--- src/rtl/uart_transmitter_pkg.sv ---
// Shared definitions for the UART transmit path: FSM state encodings, parity mode
// codes and the clocks-per-bit computation reused by the receiver.
package uart_transmitter_pkg;

    typedef enum logic [2:0] {
        ST_IDLE   = 3'd0,
        ST_START  = 3'd1,
        ST_DATA   = 3'd2,
        ST_PARITY = 3'd3,
        ST_STOP   = 3'd4
    } tx_state_e;

    localparam int PARITY_NONE = 0;
    localparam int PARITY_EVEN = 1;
    localparam int PARITY_ODD  = 2;

    // Clocks per bit; integer division, caller guarantees the result is >= 2.
    function automatic int calc_div(input int clk_freq, input int baud);
        return clk_freq / baud;
    endfunction

    // Parity bit appended after the data bits for the given mode.
    function automatic logic parity_bit(input logic [7:0] data, input int mode);
        if (mode == PARITY_ODD) begin
            return ~^data;
        end
        return ^data;
    endfunction

endpackage

--- src/rtl/uart_baud_tick.sv ---
// Bit-period timer: counts 0..DIV-1 while enabled and pulses tick in the last cycle
// of each bit. A clear restarts the period so a new frame is aligned to its accept edge.
module uart_baud_tick #(
    parameter int DIV = 16
) (
    input  logic clk_i,
    input  logic rst_i,
    input  logic clr_i,
    input  logic en_i,
    output logic tick_o
);

    localparam int            CW   = (DIV > 1) ? $clog2(DIV) : 1;
    localparam logic [CW-1:0] LAST = CW'(DIV - 1);

    logic [CW-1:0] cnt_q;
    logic [CW-1:0] cnt_d;

    always_comb begin
        cnt_d = cnt_q;
        if (clr_i) begin
            cnt_d = '0;
        end else if (en_i) begin
            cnt_d = (cnt_q == LAST) ? '0 : cnt_q + 1'b1;
        end
    end

    always_ff @(posedge clk_i) begin
        if (rst_i) begin
            cnt_q <= '0;
        end else begin
            cnt_q <= cnt_d;
        end
    end

    assign tick_o = en_i && !clr_i && (cnt_q == LAST);

endmodule

--- src/rtl/uart_transmitter.sv ---
// UART transmitter: one byte per accepted TX_EN, framed as start, 8 data bits LSB
// first, optional parity, stop. Line and status are driven straight from flops.
module uart_transmitter
    import uart_transmitter_pkg::*;
#(
    parameter int CLK_FREQ = 100_000_000,
    parameter int BAUD     = 9600,
    parameter int PARITY   = 0
) (
    input  logic       sysclk,
    input  logic       reset,
    input  logic [7:0] TX_DATA,
    input  logic       TX_EN,
    output logic       TX_STATUS,
    output logic       UART_TX,
    output logic [2:0] dbg_state_o
);

    localparam int DIV        = calc_div(CLK_FREQ, BAUD);
    localparam bit HAS_PARITY = (PARITY != PARITY_NONE);

    // Handshake: a byte is taken on any rising edge where TX_EN=1 and TX_STATUS=1;
    // TX_STATUS drops on that same edge and rises again on the edge that ends the stop bit.

    tx_state_e  state_q,   state_d;
    logic [2:0] bit_idx_q, bit_idx_d;
    logic [7:0] shift_q,   shift_d;
    logic       parity_q,  parity_d;
    logic       tx_q,      tx_d;
    logic       status_q,  status_d;
    logic       accept;
    logic       tick;
    logic       busy;

    assign busy = (state_q != ST_IDLE);

    uart_baud_tick #(
        .DIV (DIV)
    ) u_baud (
        .clk_i  (sysclk),
        .rst_i  (reset),
        .clr_i  (accept),
        .en_i   (busy),
        .tick_o (tick)
    );

    always_comb begin
        state_d   = state_q;
        bit_idx_d = bit_idx_q;
        shift_d   = shift_q;
        parity_d  = parity_q;
        tx_d      = tx_q;
        status_d  = status_q;
        accept    = 1'b0;

        case (state_q)
            ST_IDLE: begin
                tx_d     = 1'b1;
                status_d = 1'b1;
                if (TX_EN) begin
                    accept    = 1'b1;
                    shift_d   = TX_DATA;
                    parity_d  = HAS_PARITY ? parity_bit(TX_DATA, PARITY) : 1'b0;
                    bit_idx_d = 3'd0;
                    tx_d      = 1'b0;
                    status_d  = 1'b0;
                    state_d   = ST_START;
                end
            end

            ST_START: begin
                if (tick) begin
                    tx_d    = shift_q[0];
                    state_d = ST_DATA;
                end
            end

            // The shift register always presents the current bit at [0], so the
            // next bit to drive is [1] just before shifting.
            ST_DATA: begin
                if (tick) begin
                    if (bit_idx_q == 3'd7) begin
                        if (HAS_PARITY) begin
                            tx_d    = parity_q;
                            state_d = ST_PARITY;
                        end else begin
                            tx_d    = 1'b1;
                            state_d = ST_STOP;
                        end
                    end else begin
                        bit_idx_d = bit_idx_q + 3'd1;
                        shift_d   = {1'b0, shift_q[7:1]};
                        tx_d      = shift_q[1];
                    end
                end
            end

            ST_PARITY: begin
                if (tick) begin
                    tx_d    = 1'b1;
                    state_d = ST_STOP;
                end
            end

            ST_STOP: begin
                if (tick) begin
                    tx_d     = 1'b1;
                    status_d = 1'b1;
                    state_d  = ST_IDLE;
                end
            end

            default: begin
                tx_d     = 1'b1;
                status_d = 1'b1;
                state_d  = ST_IDLE;
            end
        endcase
    end

    always_ff @(posedge sysclk) begin
        if (reset) begin
            state_q   <= ST_IDLE;
            bit_idx_q <= 3'd0;
            shift_q   <= 8'd0;
            parity_q  <= 1'b0;
            tx_q      <= 1'b1;
            status_q  <= 1'b1;
        end else begin
            state_q   <= state_d;
            bit_idx_q <= bit_idx_d;
            shift_q   <= shift_d;
            parity_q  <= parity_d;
            tx_q      <= tx_d;
            status_q  <= status_d;
        end
    end

    assign UART_TX     = tx_q;
    assign TX_STATUS   = status_q;
    assign dbg_state_o = state_q;

endmodule

--- config.mk ---
export PLATFORM = sky130hd
export DESIGN_NAME = uart_transmitter
export DESIGN_NICKNAME = d
export VERILOG_FILES = /design/src/rtl/uart_transmitter_pkg.sv /design/src/rtl/uart_baud_tick.sv /design/src/rtl/uart_transmitter.sv
export SDC_FILE = /design/constraint.sdc
export NUM_CORES = 1
export LEC_CHECK = 0
export CAP_MARGIN = 15
export CORE_ASPECT_RATIO = 0.8
export CORE_MARGIN = 2
export CORE_UTILIZATION = 30
export CTS_BUF_LIST = sky130_fd_sc_hd__clkbuf_2 sky130_fd_sc_hd__clkbuf_4 sky130_fd_sc_hd__clkbuf_8
export DETAILED_ROUTE_END_ITERATION = 8
export DONT_BUFFER_PORTS = 1
export HOLD_SLACK_MARGIN = 0.15
export PLACE_DENSITY = 0.41
export SYNTH_ARGS = -nofsm -noshare
export SYNTH_HDL_FRONTEND = slang
export SYNTH_SLANG_ARGS = --single-unit
--- constraint.sdc ---
create_clock -name sysclk -period 3.7 [get_ports sysclk]
set_input_delay 0.555 -clock sysclk [delete_from_list [all_inputs] [get_ports sysclk]]
set_output_delay 0.555 -clock sysclk [all_outputs]
set_load 0.01 [all_outputs]
==> flow_metrics.env, run 1 <==
export IMPL_path_clk_slew_ns=0.06
export IMPL_final_cell_mix="30 x dfxtp_1, 21 x nand3_1, 17 x nor2_1"
export IMPL_path_cells="nor3_1, or4b_4, or4_1, a21oi_1"
export IMPL_wirelength_mm=3.75
export IMPL_antenna_found_initial=0
export IMPL_syn_area_per_cell_sq_um=8.30
export IMPL_track_usage_pct=13.6
export IMPL_yosys_area_top_type_share_pct=37.7
export IMPL_mostFrequentLayoutCell="dfxtp_1"
export IMPL_drt_initial_drc_count=64
export IMPL_synthToLayoutAreaGrowth_pct=7.93
export IMPL_core_sq_um=5060
export IMPL_drive_above_1_share_pct=7.45
export IMPL_ant_nets=0
export IMPL_drv_slew=0
export IMPL_startpoint_type="flip-flop"
export IMPL_synth_nets=206
export IMPL_dp_hpwl_mm=2.61
export IMPL_yosys_area_top_type="dfxtp_1"
export IMPL_root_buffer="clkbuf_8"
export IMPL_postCtsSetupRepairBufs=0
export IMPL_hold_path_class="input pin to flip-flop"
export IMPL_initial_core_util_pct=31.5
export IMPL_dieHeight_um=69.2
export IMPL_dieArea_sq_um=5920
export IMPL_seq_area_sq_um=601
export IMPL_syn_inst=192
export IMPL_wire_per_inst_um=15.0
export IMPL_cpPeakStageDelay_ns=0.67
export IMPL_use_met2_pct=18.6
export IMPL_crit_family="simple AND/OR/NAND/NOR gates"
export IMPL_htreeDepth=2
export IMPL_end_kind="flip-flop"
export IMPL_cp_slowest_cell="dfxtp_1"
export IMPL_rsz0062_at_grt="no"
export IMPL_synthesis_area_sq_um=1590
export IMPL_clk_path_buf_depth=2
export IMPL_post_dp_cell_area_sq_um=1640
export IMPL_drc=0
export IMPL_rows=23
export IMPL_multi_input_area_sq_um=932
export IMPL_clock_sinks=30
export IMPL_crit_type="flip-flop to flip-flop"
export IMPL_fin_setup_tns_ns=0
export IMPL_maxCapViolCount=0
export IMPL_via_count=1368
export IMPL_synth_seq_cells=30
export IMPL_skew_ns=0.00325
export IMPL_viasPerCell=5.47
export IMPL_io_pins=16
export IMPL_met1_usage_pct=19.2
export IMPL_relSlewSlack_pct=46.1
export IMPL_hold_viol_final=0
export IMPL_grt_util_met3_pct=5.00
export IMPL_fmax_mhz=456
export IMPL_post_cts_resized=0
export IMPL_status="finished clean"
export IMPL_synth_area_leaders="dfxtp_1 38%, nand3_1 6.6%, mux2i_1 4.4%, nor2_1 4.0%, a31oi_1 3.9%"
export IMPL_timing_final_crit_share_pct=59.3
export IMPL_grt_pass1_vias=1363
export IMPL_cp_required_ns=3.90
export IMPL_holdBufCountCts=0
export IMPL_final_area_sq_um=1720
export IMPL_p_leak_nw=0.541
export IMPL_grt_first_pass_wirelength_mm=6.40
export IMPL_whs_ns=0.346
export IMPL_fin_nets=202
export IMPL_worst_path_buf_inv=0
export IMPL_first_pass_iters=4
export IMPL_port_buffers=0
export IMPL_place_congestion=0.719
export IMPL_power_density_nw_per_um2=375
export IMPL_period_needed_ns=2.19
export IMPL_finalPower_mw=0.645
export IMPL_arrival_ns=2.40
export IMPL_vdd_drop_max_mv=0.162
export IMPL_ys_warn_count=0
export IMPL_yosysSeqAreaShare_pct=37.7
export IMPL_cts_tree="built"
export IMPL_tightestPinTransition_ns=0.802
export IMPL_fillers=534
export IMPL_globalRoute_totalOverflow=0
export IMPL_setup_viol=0
export IMPL_busiest_layer="met1"
export IMPL_synth_cell_types=39
export IMPL_worstSkewPairLatency_ns=0.27
export IMPL_fp_dieW_um=85.5
export IMPL_numCtsBuffers=5
export IMPL_crit_fanout=16
export IMPL_finalCoreUtilization_pct=34.0
export IMPL_grt_max_degree=22
export IMPL_diodes=0
==> routing by layer <==
| layer | up-vias | part of all wire [%] |
|---|---|---|
| li1 | 696 | - |
| met1 | 643 | 54 |
| met2 | 24 | 39 |
| met3 | 5 | 5.9 |
| met4 | 0 | 1.5 |
| met5 | - | 0 |
==> final cells by class <==
cell class / instances / area share, %
Multi-Input combinational cell: 145 / 54.2
Tap cell: 62 / 4.51
Timing Repair Buffer: 1 / 0.436
Sequential cell: 30 / 34.9
Clock buffer: 7 / 4.87
Inverter: 5 / 1.09
==> sequential cells by signal, summed over array words and instances, names as in the netlist <==
signal        cells
u_baud.cnt_q     14
shift_q           8
bit_idx_q         3
dbg_state_o       3
TX_STATUS         1
UART_TX           1
==> metrics by stage <==
| step | setup WS, ns | std cells |
|---|---|---|
| after global routing | 1.23 | 250 |
| after global placement | 1.55 | 243 |
| after floorplan | 1.80 | 192 |
| final | 1.51 | 250 |
| after detailed placement | 1.52 | 243 |
| after CTS | 1.50 | 250 |
==> cells by family after synthesis <==
kind of cell / count (synthesis) / synth area share, %
xor+xnor: 10 / 5.49
fa+ha+maj: 3 / 2.36
compound gates: 37 / 15.1
mux: 7 / 4.40
flops: 30 / 37.7
buf+inv: 17 / 4.16
simple gates: 88 / 30.8
==> where the power goes <==
| group | switching [mW] | internal [mW] |
|---|---|---|
| sequential | 0.0121 | 0.333 |
| clock | 0.112 | 0.144 |
| combinational | 0.0250 | 0.0190 |
==> synth_stat cells (all sizes together) <==
library cell	instances
a31oi	10
or4	3
xor2	3
a21boi	1
o2111ai	1
mux2i	7
dfxtp	30
a221o	1
clkbuf	9
nor4	3
nand3	21
nor3	4
or3	3
inv	5
and3	2
o21ai	7
buf	3
ha	3
or4b	2
a2111oi	1
nand4	6
nand2b	2
nor3b	2
o21a	1
nor2	17
and3b	1
a21o	1
nand2	12
a311oi	3
xnor2	7
o31ai	2
nand4bb	1
a41oi	2
nor2b	9
a21oi	7
==> path summary, 6_finish.rpt <==
kind	from	end	slack (ns)	depth (start not counted)
max	dbg_state_o[1]	u_baud.cnt_q[13]	1.51	4
max reg2reg	dbg_state_o[1]	u_baud.cnt_q[13]	1.51	4
min	reset	shift_q[1]	0.35	1
min reg2reg	u_baud.cnt_q[1]	u_baud.cnt_q[1]	0.48	2
Note: power is estimated with default switching activity, not from simulation.
==> run 2, diff against run 1 <==
ABC_AREA = 1   (was unset)
PLACE_DENSITY = 0.42   (was 0.41)
clock period = 1.9 ns   (was 3.7 ns; I/O delays follow)
==> flow_metrics.env, run 2 <==
export IMPL_ant_nets=0
export IMPL_io_pins=16
export IMPL_path_cells="ha_1, nand3_1, nor2_4, nand2_4, nand2_4, nand2_4, o21ai_0, a21oi_1"
export IMPL_port_buffers=0
export IMPL_synthesis_area_sq_um=1550
export IMPL_drt_initial_drc_count=55
export IMPL_fmax_mhz=613
export IMPL_syn_area_per_cell_sq_um=7.09
export IMPL_dp_hpwl_mm=2.43
export IMPL_postCtsSetupRepairBufs=0
export IMPL_power_density_nw_per_um2=1250
export IMPL_synthToLayoutAreaGrowth_pct=11.2
export IMPL_worst_path_buf_inv=0
export IMPL_dieArea_sq_um=5750
export IMPL_maxCapViolCount=0
export IMPL_p_leak_nw=0.702
export IMPL_fp_dieW_um=84.3
export IMPL_synthTopCellsByCount="44 x nand2_1, 30 x dfxtp_1, 28 x nor2_1"
export IMPL_rsz0062_at_grt="no"
export IMPL_reg_largest_list="u_baud.cnt_q (14), shift_q (8)"
export IMPL_cp_required_ns=2.06
export IMPL_worst_slack_ns=0.269
export IMPL_timing_final_crit_share_pct=85.8
export IMPL_fin_nets=240
export IMPL_arrival_ns=1.80
export IMPL_crit_type="flip-flop to flip-flop"
export IMPL_dp_slack_ns=0.283
export IMPL_grt_first_pass_wirelength_mm=5.53
export IMPL_setup_viol=0
export IMPL_wire_per_inst_um=11.3
export IMPL_track_usage_pct=12.5
export IMPL_rows=23
export IMPL_syn_inst=218
export IMPL_dieHeight_um=68.2
export IMPL_fin_setup_tns_ns=0
export IMPL_whs_ns=0.177
export IMPL_pwr_share_clk_pct=23.7
export IMPL_hold_path_class="input pin to flip-flop"
export IMPL_synthArstFlopShare_pct=0
export IMPL_globalRoute_totalOverflow=0
export IMPL_startpoint_type="flip-flop"
export IMPL_finalNonFillerCells=288
export IMPL_core_sq_um=4980
export IMPL_p_switching_mw=0.819
export IMPL_diodes=0
export IMPL_crit_path_frequent_cell="nand2_4"
export IMPL_synth_most_common_cell="nand2_1"
export IMPL_tightestPinTransition_ns=0.361
export IMPL_antenna_found_initial=0
export IMPL_clock_sinks=30
export IMPL_drv_slew=0
export IMPL_relSlewSlack_pct=75.8
export IMPL_cts_tree="built"
export IMPL_skew_ns=0.00463
export IMPL_synth_area_leaders="dfxtp_1 39%, nand2_1 11%, nor2_1 6.8%, a21oi_1 6.5%, inv_1 4.6%"
export IMPL_wirelength_mm=3.24
export IMPL_combPwrFrac_pct=35.5
export IMPL_grt_max_degree=18
export IMPL_largest_reg_flops=14
export IMPL_mostFrequentLayoutCell="nand2_1"
export IMPL_yosys_area_top_type_share_pct=38.8
export IMPL_max_flop_register="u_baud.cnt_q"
export IMPL_status="finished clean"
export IMPL_final_cell_mix="44 x nand2_1, 30 x dfxtp_1, 28 x nor2_1"
export IMPL_worstSkewPairLatency_ns=0.28
export IMPL_internal_power_mw=1.33
export IMPL_viasPerCell=4.52
export IMPL_end_kind="flip-flop"
export IMPL_path_clk_slew_ns=0.06
export IMPL_synth_seq_cells=30
export IMPL_synth_nets=232
export IMPL_switching_share_pct=38.1
export IMPL_period_needed_ns=1.63
export IMPL_synth_cell_types=32
export IMPL_root_buffer="clkbuf_8"
export IMPL_reg2reg_slack_ns=0.27
export IMPL_cpPeakStageDelay_ns=0.37
export IMPL_finalCoreUtilization_pct=34.5
export IMPL_drive_above_1_share_pct=15.9
export IMPL_drc=0
export IMPL_yosysSeqAreaShare_pct=38.8
export IMPL_grt_pass1_vias=1150
export IMPL_crit_family="simple AND/OR/NAND/NOR gates"
export IMPL_synth_ff_type="dfxtp_1"
export IMPL_yosys_area_top_type="dfxtp_1"
export IMPL_synth_edff_count=0
export IMPL_crit_fanout=17
export IMPL_htreeDepth=2
export IMPL_place_congestion=0.705
export IMPL_clk_path_buf_depth=2
export IMPL_numCtsBuffers=5
export IMPL_dp_cells=280
export IMPL_pwr_share_seq_pct=40.8
export IMPL_hold_viol_final=0
export IMPL_initial_core_util_pct=31.1
export IMPL_cp_slowest_cell="dfxtp_1"
export IMPL_via_count=1303
export IMPL_first_pass_iters=4
export IMPL_ys_warn_count=0
export IMPL_vdd_drop_max_mv=0.482
==> run 2: cell count changes after synthesis, sizes merged, moves of 4 or more <==
cell,change
a21oi,+14
a31oi,-10
clkbuf,-8
inv,+19
mux2i,-7
nand2,+42
nand3,-9
nand4,-5
nor2,+16
nor2b,-9
nor3,+4
o21ai,+10
xnor2,-6
==> run 2: cell families after synthesis <==
kind of cell               after synthesis  share of synthesized area, %
and+or+nand+nor                        113                          35.5
AOI/OAI and AO/OA                       41                          14.1
DFF                                     30                          38.8
buffers and inverters                   29                          8.01
adders and majority gates                3                          2.43
xor gates and xnor gates                 2                          1.13
==> run 2: what timing repair did <==
item / 4_1_cts / 5_1_grt
hold buffers: 1 / 0
endpoints found under the hold margin: 7 / 0
gates resized for setup: 0 / 0
==> run 2: worst paths after layout <==
| path | cells past startpoint | startpoint | to |
|---|---|---|---|
| worst max-delay path | 8 | u_baud.cnt_q[0] | shift_q[1] |
| worst min-delay path | 2 | TX_DATA[7] | shift_q[7] |
| worst max register to register | 8 | u_baud.cnt_q[0] | shift_q[1] |
| worst min register to register | 2 | shift_q[3] | shift_q[3] |
==> run 2: metrics by stage <==
step	power [mW]	instance area [sq um]
4_1_cts	2.20	1720
5_1_grt	2.35	1720
3_5_place_dp	1.66	1630
6_report	2.15	1720
2_1_floorplan	1.52	1550
3_3_place_gp	1.67	1630
==> run 2: layout make-up <==
type | count | area, sq um
tap | 62 | 77.6
multi-input combinational | 159 | 822
timing repair buffer | 4 | 32.5
fill | 549 | 3260
sequential | 30 | 601
clock buffer | 7 | 83.8
inverter | 26 | 103
==> run 2: metal layers <==
layer | GRT usage (%) | wire, um | vias to the layer above
li1 | - | - | 722
met1 | 17.4 | 1800 | 559
met2 | 17.2 | 1230 | 17
met3 | 4.46 | 163 | 5
met4 | 5.44 | 51 | 0
met5 | 0 | 0 | -
==> run 2: power by group through the flow <==
stage | Sequential [mW] | Combinational, mW | Clock, mW
4_1_cts | 0.880 | 0.778 | 0.541
2_1_floorplan | 0.879 | 0.642 | 0
5_1_grt | 0.900 | 0.885 | 0.567
3_3_place_gp | 0.894 | 0.778 | 0
6_report | 0.877 | 0.763 | 0.509
3_5_place_dp | 0.893 | 0.772 | 0
==> run 2: worst register-to-register path, stage by stage (launching register included) <==
cell and delay [ns]:
dfxtp_1 0.37, ha_1 0.18, nand3_1 0.20, nor2_4 0.19, nand2_4 0.09, nand2_4 0.12, nand2_4 0.13, o21ai_0 0.19
a21oi_1 0.05
==> run 3, diff against run 2 <==
CELL_PAD_IN_SITES_DETAIL_PLACEMENT = 0   (was unset)
CELL_PAD_IN_SITES_GLOBAL_PLACEMENT = 1   (was unset)
PLACE_DENSITY = 0.55   (was 0.42)
REMOVE_ABC_BUFFERS = 1   (was unset)
==> flow_metrics.env, run 3 (synthesized netlist as in run 2, its figures left out) <==
export IMPL_dieHeight_um=68.2
export IMPL_crit_path_frequent_cell="nand2_4"
export IMPL_maxCapViolCount=0
export IMPL_post_cts_resized=0
export IMPL_arrival_ns=1.81
export IMPL_io_pins=16
export IMPL_grt_pass1_vias=1346
export IMPL_final_cell_mix="44 x nand2_1, 30 x dfxtp_1, 28 x nor2_1"
export IMPL_mostFrequentLayoutCell="nand2_1"
export IMPL_r2r_start="u_baud.cnt_q[0]"
export IMPL_antenna_found_initial=0
export IMPL_worstSkewPairLatency_ns=0.28
export IMPL_cp_slowest_cell="dfxtp_1"
export IMPL_dieArea_sq_um=5750
export IMPL_rr_endpoint="shift_q[1]"
export IMPL_clock_sinks=30
export IMPL_cp_required_ns=2.06
export IMPL_first_pass_iters=4
export IMPL_timing_final_crit_share_pct=86.7
export IMPL_crit_type="flip-flop to flip-flop"
export IMPL_rows=23
export IMPL_p_leak_nw=0.709
export IMPL_core_sq_um=4980
export IMPL_drv_slew=0
export IMPL_viasPerCell=4.65
export IMPL_largest_reg_flops=14
export IMPL_use_met2_pct=19.9
export IMPL_via_count=1343
export IMPL_grt_util_met3_pct=4.58
export IMPL_drive_above_1_share_pct=16.3
export IMPL_reg_largest_list="u_baud.cnt_q (14), shift_q (8)"
export IMPL_path_clk_slew_ns=0.07
export IMPL_wire_per_inst_um=11.4
export IMPL_reg2reg_slack_ns=0.25
export IMPL_hold_viol_final=0
export IMPL_setup_worst_path_start="u_baud.cnt_q[0]"
export IMPL_fin_setup_tns_ns=0
export IMPL_clk_path_buf_depth=2
export IMPL_reg2reg_depth=8
export IMPL_synthToLayoutAreaGrowth_pct=11.9
export IMPL_globalRoute_totalOverflow=0
export IMPL_dp_hpwl_mm=2.50
export IMPL_diodes=0
export IMPL_vdd_drop_max_mv=0.436
export IMPL_period_needed_ns=1.65
export IMPL_startpoint_type="flip-flop"
export IMPL_end_kind="flip-flop"
export IMPL_power_density_nw_per_um2=1270
export IMPL_relSlewSlack_pct=76.4
export IMPL_busiest_layer="met2"
export IMPL_tightestPinTransition_ns=0.353
export IMPL_port_buffers=0
export IMPL_track_usage_pct=12.7
export IMPL_htreeDepth=2
export IMPL_drc=0
export IMPL_setup_viol=0
export IMPL_path_cells="ha_1, nand3_1, nor2_4, nand2_4, nand2_4, nand2_4, o21ai_0, a21oi_1"
export IMPL_skew_ns=0.00802
export IMPL_wirelength_mm=3.31
export IMPL_rsz0062_at_grt="no"
export IMPL_initial_core_util_pct=31.1
export IMPL_crit_end="shift_q[1]"
export IMPL_crit_fanout=17
export IMPL_fin_nets=240
export IMPL_hold_path_class="input pin to flip-flop"
export IMPL_cpPeakStageDelay_ns=0.38
export IMPL_whs_ns=0.172
export IMPL_met1_usage_pct=16.0
export IMPL_holdBufCountCts=1
export IMPL_grt_max_degree=18
export IMPL_drt_initial_drc_count=48
export IMPL_cts_tree="built"
export IMPL_numCtsBuffers=5
export IMPL_place_congestion=0.809
export IMPL_root_buffer="clkbuf_8"
export IMPL_postCtsSetupRepairBufs=0
export IMPL_status="finished clean"
export IMPL_ant_nets=0
export IMPL_fmax_mhz=607
export IMPL_max_flop_register="u_baud.cnt_q"
export IMPL_fp_dieW_um=84.3
export IMPL_grt_first_pass_wirelength_mm=5.75
export IMPL_fillers=537
==> run 3: changes by cell type in the layout (fill, tap and decap cells not counted), sizes merged <==
cell | before | now
clkinv | 2 | 3
==> run 3: worst max-delay path: cells and delay by family, from the launching register on <==
| family | cells | cell delay (ns) |
|---|---|---|
| simple gates | 5 | 0.73 |
| fa+ha+maj | 1 | 0.19 |
| compound gates | 2 | 0.25 |
| flops | 1 | 0.38 |
==> run 3: per-layer routing <==
layer / vias to the layer above / routed length (um)
met2: 19 / 1400
met4: 0 / 27
met1: 599 / 1730
met3: 2 / 157
li1: 723 / -
met5: - / 0
==> run 3: worst min-delay path by stage <==
stage	startpoint	end	slack, ns	cells after the start
floorplan	reset	bit_idx_q[0]	0.35	1
global placement	reset	bit_idx_q[2]	0.36	1
detailed placement	reset	bit_idx_q[2]	0.36	1
finish	TX_DATA[7]	shift_q[7]	0.17	2
CTS	TX_DATA[7]	shift_q[7]	0.17	2
global route	TX_DATA[7]	shift_q[7]	0.19	2
==> run 3: layout make-up <==
type / count / area, sq um / share of cell area [%]
multi-input cells: 159 / 822 / 47.5
well taps: 62 / 77.6 / 4.48
clock inverters: 1 / 5.00 / 0.289
clock buffers: 7 / 90.1 / 5.21
inverters: 26 / 103 / 5.93
flip-flops and latches: 30 / 601 / 34.7
repair buffers: 4 / 32.5 / 1.88
==> run 3: power by group <==
part,leakage (nW),internal [mW],switching [mW]
clock network,0.0517,0.306,0.243
logic,0.412,0.270,0.499
registers,0.245,0.781,0.0991
total,0.709,1.36,0.841
==> run 3: metrics by stage <==
stage                     area, sq um  power, mW  setup slack (ns)  util [%]  cells
after floorplan                  1530       1.49             0.477         -    215
after global placement           1630       1.66             0.343      32.6    280
after detailed placement         1630       1.67             0.288      32.6    280
after CTS                        1730       2.22             0.259      34.8    289
after global routing             1730       2.38            0.0371      34.8    289
final                            1730       2.20             0.252      34.8    289
